[config.mk]
export PLATFORM = sky130hd
export DESIGN_NAME = ald_recipe_sequencer
export DESIGN_NICKNAME = d
export VERILOG_FILES = /design/src/rtl/ald_recipe_sequencer.sv
export SDC_FILE = /design/constraint.sdc
export NUM_CORES = 1
export LEC_CHECK = 0
export CORE_MARGIN = 4
export CORE_UTILIZATION = 60
export DETAILED_ROUTE_END_ITERATION = 10
export DONT_BUFFER_PORTS = 1
export GPL_TIMING_DRIVEN = 0
export PLACE_DENSITY = 0.76
export REMOVE_ABC_BUFFERS = 1
export SYNTH_ARGS = -nofsm -noshare
export SYNTH_HDL_FRONTEND = slang
export SYNTH_SLANG_ARGS = --single-unit
export TNS_END_PERCENT = 100
[constraint.sdc]
create_clock -name clk -period 9 [get_ports clk]
set_input_delay 0.45 -clock clk [delete_from_list [all_inputs] [get_ports clk]]
set_output_delay 0.45 -clock clk [all_outputs]
set_load 0.02 [all_outputs]
[src/rtl/ald_recipe_sequencer.sv]
// Programmable ALD recipe sequencer: step table of actuator masks and dwell times, run for N cycles.
// Optional key debouncing on start/stop when ALD_KEY_DEBOUNCE_EN is defined.
module ald_recipe_sequencer #(
  parameter int unsigned NUM_OUTPUTS = 11,
  parameter int unsigned NUM_STEPS   = 16,
  parameter int unsigned DWELL_W     = 16,
  parameter int unsigned CYCLE_W     = 16,
  parameter int unsigned TICK_DIV    = 50000,
  localparam int unsigned STEP_W     = $clog2(NUM_STEPS)
) (
  input  logic                   clk,
  input  logic                   rst,
  input  logic                   start,
  input  logic                   stop,
  input  logic                   interlock_ok,
  input  logic                   prog_we,
  input  logic [STEP_W-1:0]      prog_addr,
  input  logic [NUM_OUTPUTS-1:0] prog_mask,
  input  logic [DWELL_W-1:0]     prog_dwell,
  input  logic                   prog_last,
  input  logic [CYCLE_W-1:0]     cycles_target,
  output logic [NUM_OUTPUTS-1:0] act_out,
  output logic [STEP_W-1:0]      step_counter,
  output logic [CYCLE_W-1:0]     cycle_count,
  output logic                   busy,
  output logic                   done,
  output logic                   fault
);
  localparam int unsigned PRESC_W = $clog2(TICK_DIV);
  localparam logic [1:0] S_IDLE  = 2'd0;
  localparam logic [1:0] S_RUN   = 2'd1;
  localparam logic [1:0] S_DONE  = 2'd2;
  localparam logic [1:0] S_FAULT = 2'd3;

  logic [1:0]               state, next_state;
  logic [1:0]               start_sync, stop_sync;
  logic                     start_lvl, stop_lvl, start_prev, start_edge;
  logic [PRESC_W-1:0]       presc;
  logic [DWELL_W-1:0]       dwell_cnt;
  logic                     tick, go, step_end, cycle_end, last_step;
  logic [STEP_W-1:0]        next_step;
  logic [CYCLE_W-1:0]       cycle_inc;
  logic [NUM_OUTPUTS-1:0]   tbl_mask  [NUM_STEPS];
  logic [DWELL_W-1:0]       tbl_dwell [NUM_STEPS];
  logic                     tbl_last  [NUM_STEPS];

  // Two-flop synchronisers for the key inputs
  always_ff @(posedge clk) begin
    if (!rst) begin
      start_sync <= '0;
      stop_sync  <= '0;
    end else begin
      start_sync <= {start_sync[0], start};
      stop_sync  <= {stop_sync[0], stop};
    end
  end

`ifdef ALD_KEY_DEBOUNCE_EN
  localparam int unsigned DEBOUNCE_CYC = 1_000_000;
  localparam int unsigned DB_W = $clog2(DEBOUNCE_CYC);
  logic [DB_W-1:0] start_db_cnt, stop_db_cnt;
  logic            start_filt, stop_filt;

  // Filtered level follows the synchronised key only after DEBOUNCE_CYC stable cycles
  always_ff @(posedge clk) begin
    if (!rst) begin
      start_db_cnt <= '0;
      stop_db_cnt  <= '0;
      start_filt   <= 1'b0;
      stop_filt    <= 1'b0;
    end else begin
      if (start_sync[1] == start_filt) start_db_cnt <= '0;
      else if (start_db_cnt == DB_W'(DEBOUNCE_CYC - 1)) begin
        start_filt   <= start_sync[1];
        start_db_cnt <= '0;
      end else start_db_cnt <= start_db_cnt + DB_W'(1);
      if (stop_sync[1] == stop_filt) stop_db_cnt <= '0;
      else if (stop_db_cnt == DB_W'(DEBOUNCE_CYC - 1)) begin
        stop_filt   <= stop_sync[1];
        stop_db_cnt <= '0;
      end else stop_db_cnt <= stop_db_cnt + DB_W'(1);
    end
  end
  assign start_lvl = start_filt;
  assign stop_lvl  = stop_filt;
`else
  assign start_lvl = start_sync[1];
  assign stop_lvl  = stop_sync[1];
`endif

  assign start_edge = start_lvl & ~start_prev;
  assign tick       = (state == S_RUN) && (presc == PRESC_W'(TICK_DIV - 1));
  assign last_step  = tbl_last[step_counter] || (step_counter == STEP_W'(NUM_STEPS - 1));
  assign next_step  = step_counter + STEP_W'(1);
  assign cycle_inc  = (&cycle_count) ? cycle_count : cycle_count + CYCLE_W'(1);

  function automatic logic [DWELL_W-1:0] dwell_load(input logic [DWELL_W-1:0] d);
    return (d == '0) ? DWELL_W'(1) : d;
  endfunction

  always_ff @(posedge clk) begin
    if (!rst) state <= S_IDLE;
    else      state <= next_state;
  end

  // Next state; interlock beats stop beats tick in RUN, stop beats start elsewhere
  always_comb begin
    next_state = state;
    go         = 1'b0;
    step_end   = 1'b0;
    cycle_end  = 1'b0;
    case (state)
      S_IDLE, S_DONE: begin
        if (stop_lvl) next_state = S_IDLE;
        else if (start_edge && interlock_ok) begin
          next_state = S_RUN;
          go         = 1'b1;
        end
      end
      S_RUN: begin
        if (!interlock_ok) next_state = S_FAULT;
        else if (stop_lvl) next_state = S_IDLE;
        else if (tick && (dwell_cnt <= DWELL_W'(1))) begin
          step_end  = 1'b1;
          cycle_end = last_step;
          if (last_step && (cycles_target != '0) && (cycle_inc == cycles_target))
            next_state = S_DONE;
        end
      end
      S_FAULT: if (stop_lvl && interlock_ok) next_state = S_IDLE;
      default: next_state = S_IDLE;
    endcase
  end

  always_ff @(posedge clk) begin
    if (!rst) begin
      start_prev   <= 1'b0;
      presc        <= '0;
      dwell_cnt    <= '0;
      act_out      <= '0;
      step_counter <= '0;
      cycle_count  <= '0;
      busy         <= 1'b0;
      done         <= 1'b0;
      fault        <= 1'b0;
      for (int unsigned i = 0; i < NUM_STEPS; i++) begin
        tbl_mask[i]  <= '0;
        tbl_dwell[i] <= '0;
        tbl_last[i]  <= 1'b0;
      end
    end else begin
      start_prev <= start_lvl;
      busy       <= (next_state == S_RUN);
      done       <= (next_state == S_DONE);
      fault      <= (next_state == S_FAULT);
      if (prog_we && (state != S_RUN)) begin
        tbl_mask[prog_addr]  <= prog_mask;
        tbl_dwell[prog_addr] <= prog_dwell;
        tbl_last[prog_addr]  <= prog_last;
      end
      if (go) begin
        step_counter <= '0;
        cycle_count  <= '0;
        presc        <= '0;
        dwell_cnt    <= dwell_load(tbl_dwell[0]);
        act_out      <= tbl_mask[0];
      end else if ((state == S_RUN) && (next_state != S_RUN)) begin
        // Leaving RUN: drop actuators, keep counts for readback
        act_out <= '0;
        presc   <= '0;
        if (cycle_end) cycle_count <= cycle_inc;
      end else if (state == S_RUN) begin
        presc <= tick ? '0 : presc + PRESC_W'(1);
        if (step_end) begin
          if (cycle_end) begin
            cycle_count  <= cycle_inc;
            step_counter <= '0;
            dwell_cnt    <= dwell_load(tbl_dwell[0]);
            act_out      <= tbl_mask[0];
          end else begin
            step_counter <= next_step;
            dwell_cnt    <= dwell_load(tbl_dwell[next_step]);
            act_out      <= tbl_mask[next_step];
          end
        end else if (tick) begin
          dwell_cnt <= dwell_cnt - DWELL_W'(1);
        end
      end
    end
  end
endmodule

**Word-level counts from Yosys, hierarchy flattened**

Memory sizes are Yosys's and may differ from the RTL's. A register that Yosys moved wholly into a read port is not among the register bits.
Cells that the tools add are included.

- Register bits: 73
- Memory bits (writable): 448
- Input bits: 54
- Logic and storage cells: 120
- Memories: 3

Memory list:

| name | depth | width | rd ports | clocked after memory_dff | wr ports | line | text |
|---|---|---|---|---|---|---|---|
| tbl_dwell | 16 | 16 | 2 | 0 | 16 | 44 | `logic [DWELL_W-1:0] tbl_dwell [NUM_STEPS];` |
| tbl_mask | 16 | 11 | 2 | 0 | 16 | 43 | `logic [NUM_OUTPUTS-1:0] tbl_mask [NUM_STEPS];` |
| tbl_last | 16 | 1 | 1 | 1 | 16 | 45 | `logic tbl_last [NUM_STEPS];` |

- Add/subtract/negate cells: 4
- $lt $le $gt $ge: 1
- Equality and inequality tests: 12
- Mux-type cells: 54
- Bitwise gates (word level): 4
- Reduce and logical (&&, ||, !) cells: 30

Operators by type and width:

| kind | number |
|---|---|
| two-way mux 16 bit | 15 |
| two-way mux 11 bit | 6 |
| adder 16 x 1 -> 16 bit (second input constant) | 2 |
| logical NOT 16 bit | 2 |
| two-way mux 4 bit | 6 |
| two-way mux 1 bit | 19 |
| equality test 16 bit | 1 |
| equality test 16 bit (second input constant) | 1 |
| less-or-equal comparator 16 x 1 -> 1 bit (second input constant) | 1 |
| AND reduction 16 bit | 1 |
| nonzero test 16 bit | 1 |
| OR reduction 16 bit | 1 |
| subtractor 16 x 1 -> 16 bit (second input constant) | 1 |
| two-way mux 2 bit | 7 |
| OR reduction 11 bit | 1 |
| nonzero test 3 bit | 3 |
| equality test 2 bit (second input constant) | 4 |
| logical AND 1 bit | 8 |
| case mux 2 bit (3 select lines) | 1 |
| AND reduction 3 bit | 2 |
| nonzero test 2 bit | 3 |
| adder 4 x 1 -> 4 bit (second input constant) | 1 |
| equality test 2 x 1 -> 1 bit (second input constant) | 2 |
| equality test 4 bit (second input constant) | 1 |
| 10 further kinds | 15 |

**Longest topological paths before layout**

- Word-level depth: 15
- Depth in mapped cells: 14
- Mapped depth without buffers: 10

**Worst setup path after synthesis**

Ideal clock, no wire load.

- Path kind: input -> register
- Start: input rst
- End: memory tbl_dwell[1][0] (enable)
- Library setup time: 449 ps
- Arrival time: 3542 ps
- Required time: 8551 ps
- Slack: 5010 ps
- Cell stages on the path: 7
- Buffers on the path: 2
- Path through: clkbuf_1 > clkinv_1 > nor2_1 > nand2_1 > or3_1 > clkbuf_1 > o21ai_0

RTL lines:

| what | line | text |
|---|---|---|
| from (decl) | 12 | `input logic rst,` |
| to (decl) | 44 |  |

**Worst setup path in the final report**

- Start: register cycle_count[0]
- End: register act_out[1]

- Longest elaborated chain between the ends: 13
- Elaborated cells on any way between the ends: 17
- Those cells by class: add/sub (1); eq/ne (2); mux (8); reduce/logical (6)

RTL lines:

| what | line | text |
|---|---|---|
| from (decl) | 24 | `output logic [CYCLE_W-1:0] cycle_count,` |
| from (signal assigned) | 171 | `if (cycle_end) cycle_count <= cycle_inc;` |
| from (signal assigned) | 176 | `cycle_count <= cycle_inc;` |
| adder 16 x 1 -> 16 bit / AND reduction 16 bit (equally long branches) | 95 | `assign cycle_inc = (&cycle_count) ? cycle_count : cycle_count + CYCLE_W'(1);` |
| two-way mux 16 bit * | 95 |  |
| equality test 16 bit * | 126 | `if (last_step && (cycles_target != '0) && (cycle_inc == cycles_target))` |
| logical AND 1 bit * | 126 |  |
| two-way mux 2 bit * | 126 |  |
| two-way mux 2 bit * | 123 | `else if (tick && (dwell_cnt <= DWELL_W'(1))) begin` |
| two-way mux 2 bit * | 122 | `else if (stop_lvl) next_state = S_IDLE;` |
| two-way mux 2 bit * | 121 | `if (!interlock_ok) next_state = S_FAULT;` |
| case mux 2 bit (3 select lines) * | 112 | `case (state)` |
| != test 2 x 1 -> 1 bit * | 167 | `end else if ((state == S_RUN) && (next_state != S_RUN)) begin` |
| logical AND 1 bit * | 167 |  |
| nonzero test 3 bit (no source line) / two-way mux 11 bit (equally long branches) | n/a |  |
| AND reduction 2 bit (no source line) / two-way mux 11 bit (equally long branches) | n/a |  |
| to (signal assigned) | 166 | `act_out <= tbl_mask[0];` |
| to (signal assigned) | 179 | `act_out <= tbl_mask[0];` |
| to (signal assigned) | 183 | `act_out <= tbl_mask[next_step];` |
| to (decl) | 22 | `output logic [NUM_OUTPUTS-1:0] act_out,` |

Every way passes the cells marked *; elsewhere a longest branch is shown, timed or not.
A chain may end at the register's enable or synchronous reset.

==> impl_metrics.tcl <==
set metrics [dict create \
    status "completed" \
    critPathLaunchType "flip-flop" \
    ctsRootBufferMaster "clkbuf_16" \
    criticalPathCategory "flip-flop to flip-flop" \
    insertion_delay_ps 620 \
    synth_top_flop_cell "edfxtp_1" \
    synthDominantAreaCellType "edfxtp_1" \
    io-pin-count 88 \
    postSynth.asyncResetShare_pct 0 \
    drc 0 \
    worstHoldPathCells 2 \
    hold_path_class "input port to flip-flop" \
    setup_slack_at_placement_ps 3910 \
    initial_utilization_pct 61.0 \
    tritoncts "built" \
    global_route.overflow_total 0 \
    cts.sinks 525 \
    synth_cell_type_count 79 \
    routed_wire_length_per_instance_microns 28.1 \
    postLayoutCoreUtil_pct 68.7 \
    worst_ep_required_time_ps 9460 \
    post_cts.resized_instances 0 \
    route.antenna.remaining_nets 0 \
    syn_to_final_growth_pct 12.7 \
    synth-edff-count 432 \
    dr.pass1.iters 5 \
    groute.usage.overall_pct 30.3 \
    violation_count_after_the_first_detailed_routing_iteration 2135 \
    endpoint_kind "flip-flop" \
    timing.final.max_slew_violations 0 \
    synth-warning-count 0 \
    synthesis.instances 1858 \
    crit-reg2reg-capture "act_out[1]$_SDFFE_PN0P_" \
    power_density_nw_per_um2 184 \
    timing.max_cap.violations 0 \
    row_count 74 \
    ys_seq_elements 525 \
    gp_congestion 0.917 \
    holdCritStartpoint "rst" \
    relSlewSlack_pct 28.5 \
    antenna_found_initial 2 \
    synthesis.area_sq_um 25000 \
    grt_max_degree 42 \
    cts-htree-levels 2 \
    vias 16130 \
    skew_final_ps 34.4 \
    placed_wire_length_estimate_mm 41.3 \
    via_per_inst 6.70 \
    slew_at_the_pin_closest_to_its_max_slew_limit_ps 1070 \
    setup-violations-final 0 \
    n_antenna_cell 0 \
    grt_setup_unrepaired "no" \
    floorplan.die_area_sq_um 45000 \
    largest_voltage_drop_on_the_vdd_net_mv 0.182 \
    synth_top_area_share_pct 51.9 \
    synth_seq_area_share_pct 59.3 \
    critPathArrivalTime_ps 5700 \
    cts_setup_buffers 0 \
    r2r_start "cycle_count[0]$_SDFFE_PP0P_" \
    hold_violations 0 \
    tritoncts.num_buffers 54 \
    period_needed_ps 5240 \
    wirelength_mm 67.7 \
    r2r_slack_ps 3760 \
    fin_nets 1891 \
    critical_path.max_fanout 12 \
    hold-path-endpoint "tbl_last[1]$_DFF_P_" \
    top_cells_by_area_synth "edfxtp_1, mux4_2, and2_1" \
    post_route_cells_drive_above_1_share_pct 16.7 \
    hold_buffers 22 \
    grt_pass1_vias 16100 \
    cts_buffer_depth 3 \
    post-route-period-util_pct 58.2 \
    leakage_nw 9.86 \
    clock_pin_slew_of_the_registers_on_the_worst_case_setup_and_hold_paths_ps 60 \
    timing.fmax_mhz 191 \
    grt_first_pass_wirelength_mm 101 \
    synthMostInstantiatedCell "and2_1" \
    io_buffer_count 0 \
    worst-r2r-cell-count 9 \
    netlist_top_cells_count "and2_1, edfxtp_1, mux4_2, clkbuf_1, nand2_1" \
    fp.dieW_microns 212 \
    floorplan.die.height_microns 212 \
    core_area_sq_um 41000 \
    syn_area_per_cell_sq_um 13.5 \
    worst_slack_ps 3760 \
]
## sequential cells by signal, summed over array words and instances, names as in the netlist, 4 cells and up, named ones only
signal        cells
tbl_last         16
tbl_mask        176
cycle_count      16
dwell_cnt        16
step_counter      4
tbl_dwell       256
act_out          11
presc            16
## per-layer routing
| layer | global-route usage [%] | wire length, microns | vias to the layer above |
|---|---|---|---|
| met5 | 0 | 0 | - |
| met4 | 12.1 | 2840 | 0 |
| met3 | 6.61 | 7390 | 168 |
| met2 | 47.0 | 31300 | 998 |
| met1 | 42.6 | 26200 | 8157 |
| li1 | - | - | 6807 |
## area by class of cell
| class | count | area, sq um |
|---|---|---|
| Clock buffer | 79 | 1540 |
| Clock inverter | 22 | 209 |
| Fill cell | 2741 | 12800 |
| Inverter | 9 | 33.8 |
| Multi-Input combinational cell | 1179 | 9840 |
| Sequential cell | 525 | 14800 |
| Tap cell | 532 | 666 |
| Timing Repair Buffer | 63 | 1070 |
## worst max-delay path, stage by stage (launching register included)
cell and delay, ps:
dfxtp_1 740, ha_1 560, nand4_1 600, nor4_4 740
a21oi_1 90, o32ai_1 510, nand4_1 170, nand4bb_1 670
nand3_1 780, o21ai_0 230
## where the power goes
group	leakage (nW)	total, mW	internal (mW)	switching, mW
Sequential	5.24	2.73	2.70	0.0292
Combinational	3.76	0.264	0.102	0.162
Clock	0.853	2.19	1.25	0.943
Total	9.86	5.19	4.05	1.13
## logic make-up (layout without fill, tap and decap cells)
group                    after synthesis  after routing  share of synthesized area [%]
flip-flops                           525            525                           59.3
AND/OR/NAND/NOR                      779            779                           18.3
adder cells (fa/ha/maj)                5              5                          0.250
AO/OA/AOI/OAI                        174            174                           4.28
multiplexers                         170            170                           13.4
XOR/XNOR                              51             51                           1.85
buffers and inverters                154            173                           2.59
## through the flow
stage / std cells / hold WS (ps) / TNS [ps] / instance area [sq um] / power (mW)
finish: 2409 / 14.5 / 0 / 28200 / 5.19
global route: 2409 / 6.14 / 0 / 28200 / 5.34
CTS: 2409 / 0.0185 / 0 / 28200 / 5.20
detailed placement: 2286 / 427 / 0 / 26200 / 3.03
global placement: 2245 / 425 / -128810 / 25100 / 3.00
floorplan: 1713 / 412 / -701 / 24400 / 2.92
## placed cells by master, fill, tap and decap left out, drive strengths merged, types with 7 or more instances in the layout
| cell | synthesis | routed |
|---|---|---|
| a211oi | 12 | 12 |
| a21oi | 47 | 47 |
| and2 | 444 | 444 |
| and3 | 7 | 7 |
| buf | 41 | 41 |
| clkbuf | 104 | 79 |
| clkinv | 1 | 19 |
| dfxtp | 93 | 93 |
| dlygate4sd3 | 0 | 22 |
| edfxtp | 432 | 432 |
| inv | 8 | 9 |
| mux2i | 36 | 36 |
| mux4 | 131 | 131 |
| nand2 | 94 | 94 |
| nand2b | 14 | 14 |
| nand3 | 24 | 24 |
| nand4 | 18 | 18 |
| nor2 | 73 | 73 |
| nor2b | 8 | 8 |
| nor3 | 23 | 23 |
| nor4 | 32 | 32 |
| o211ai | 7 | 7 |
| o21ai | 66 | 66 |
| o22ai | 7 | 7 |
| or4 | 17 | 17 |
| xnor2 | 23 | 23 |
| xor2 | 27 | 27 |
## worst max path at each step
stage | from | end
3_3_place_gp | step_counter[0]$_SDFFE_PP0P_ | dwell_cnt[0]$_SDFFE_PN0P_
4_1_cts | cycle_count[0]$_SDFFE_PP0P_ | act_out[1]$_SDFFE_PN0P_
5_1_grt | cycle_count[0]$_SDFFE_PP0P_ | act_out[1]$_SDFFE_PN0P_
2_1_floorplan | step_counter[0]$_SDFFE_PP0P_ | dwell_cnt[0]$_SDFFE_PN0P_
6_report | cycle_count[0]$_SDFFE_PP0P_ | act_out[1]$_SDFFE_PN0P_
3_5_place_dp | cycle_count[1]$_SDFFE_PP0P_ | act_out[1]$_SDFFE_PN0P_
Power figures use the tool's default switching activity.
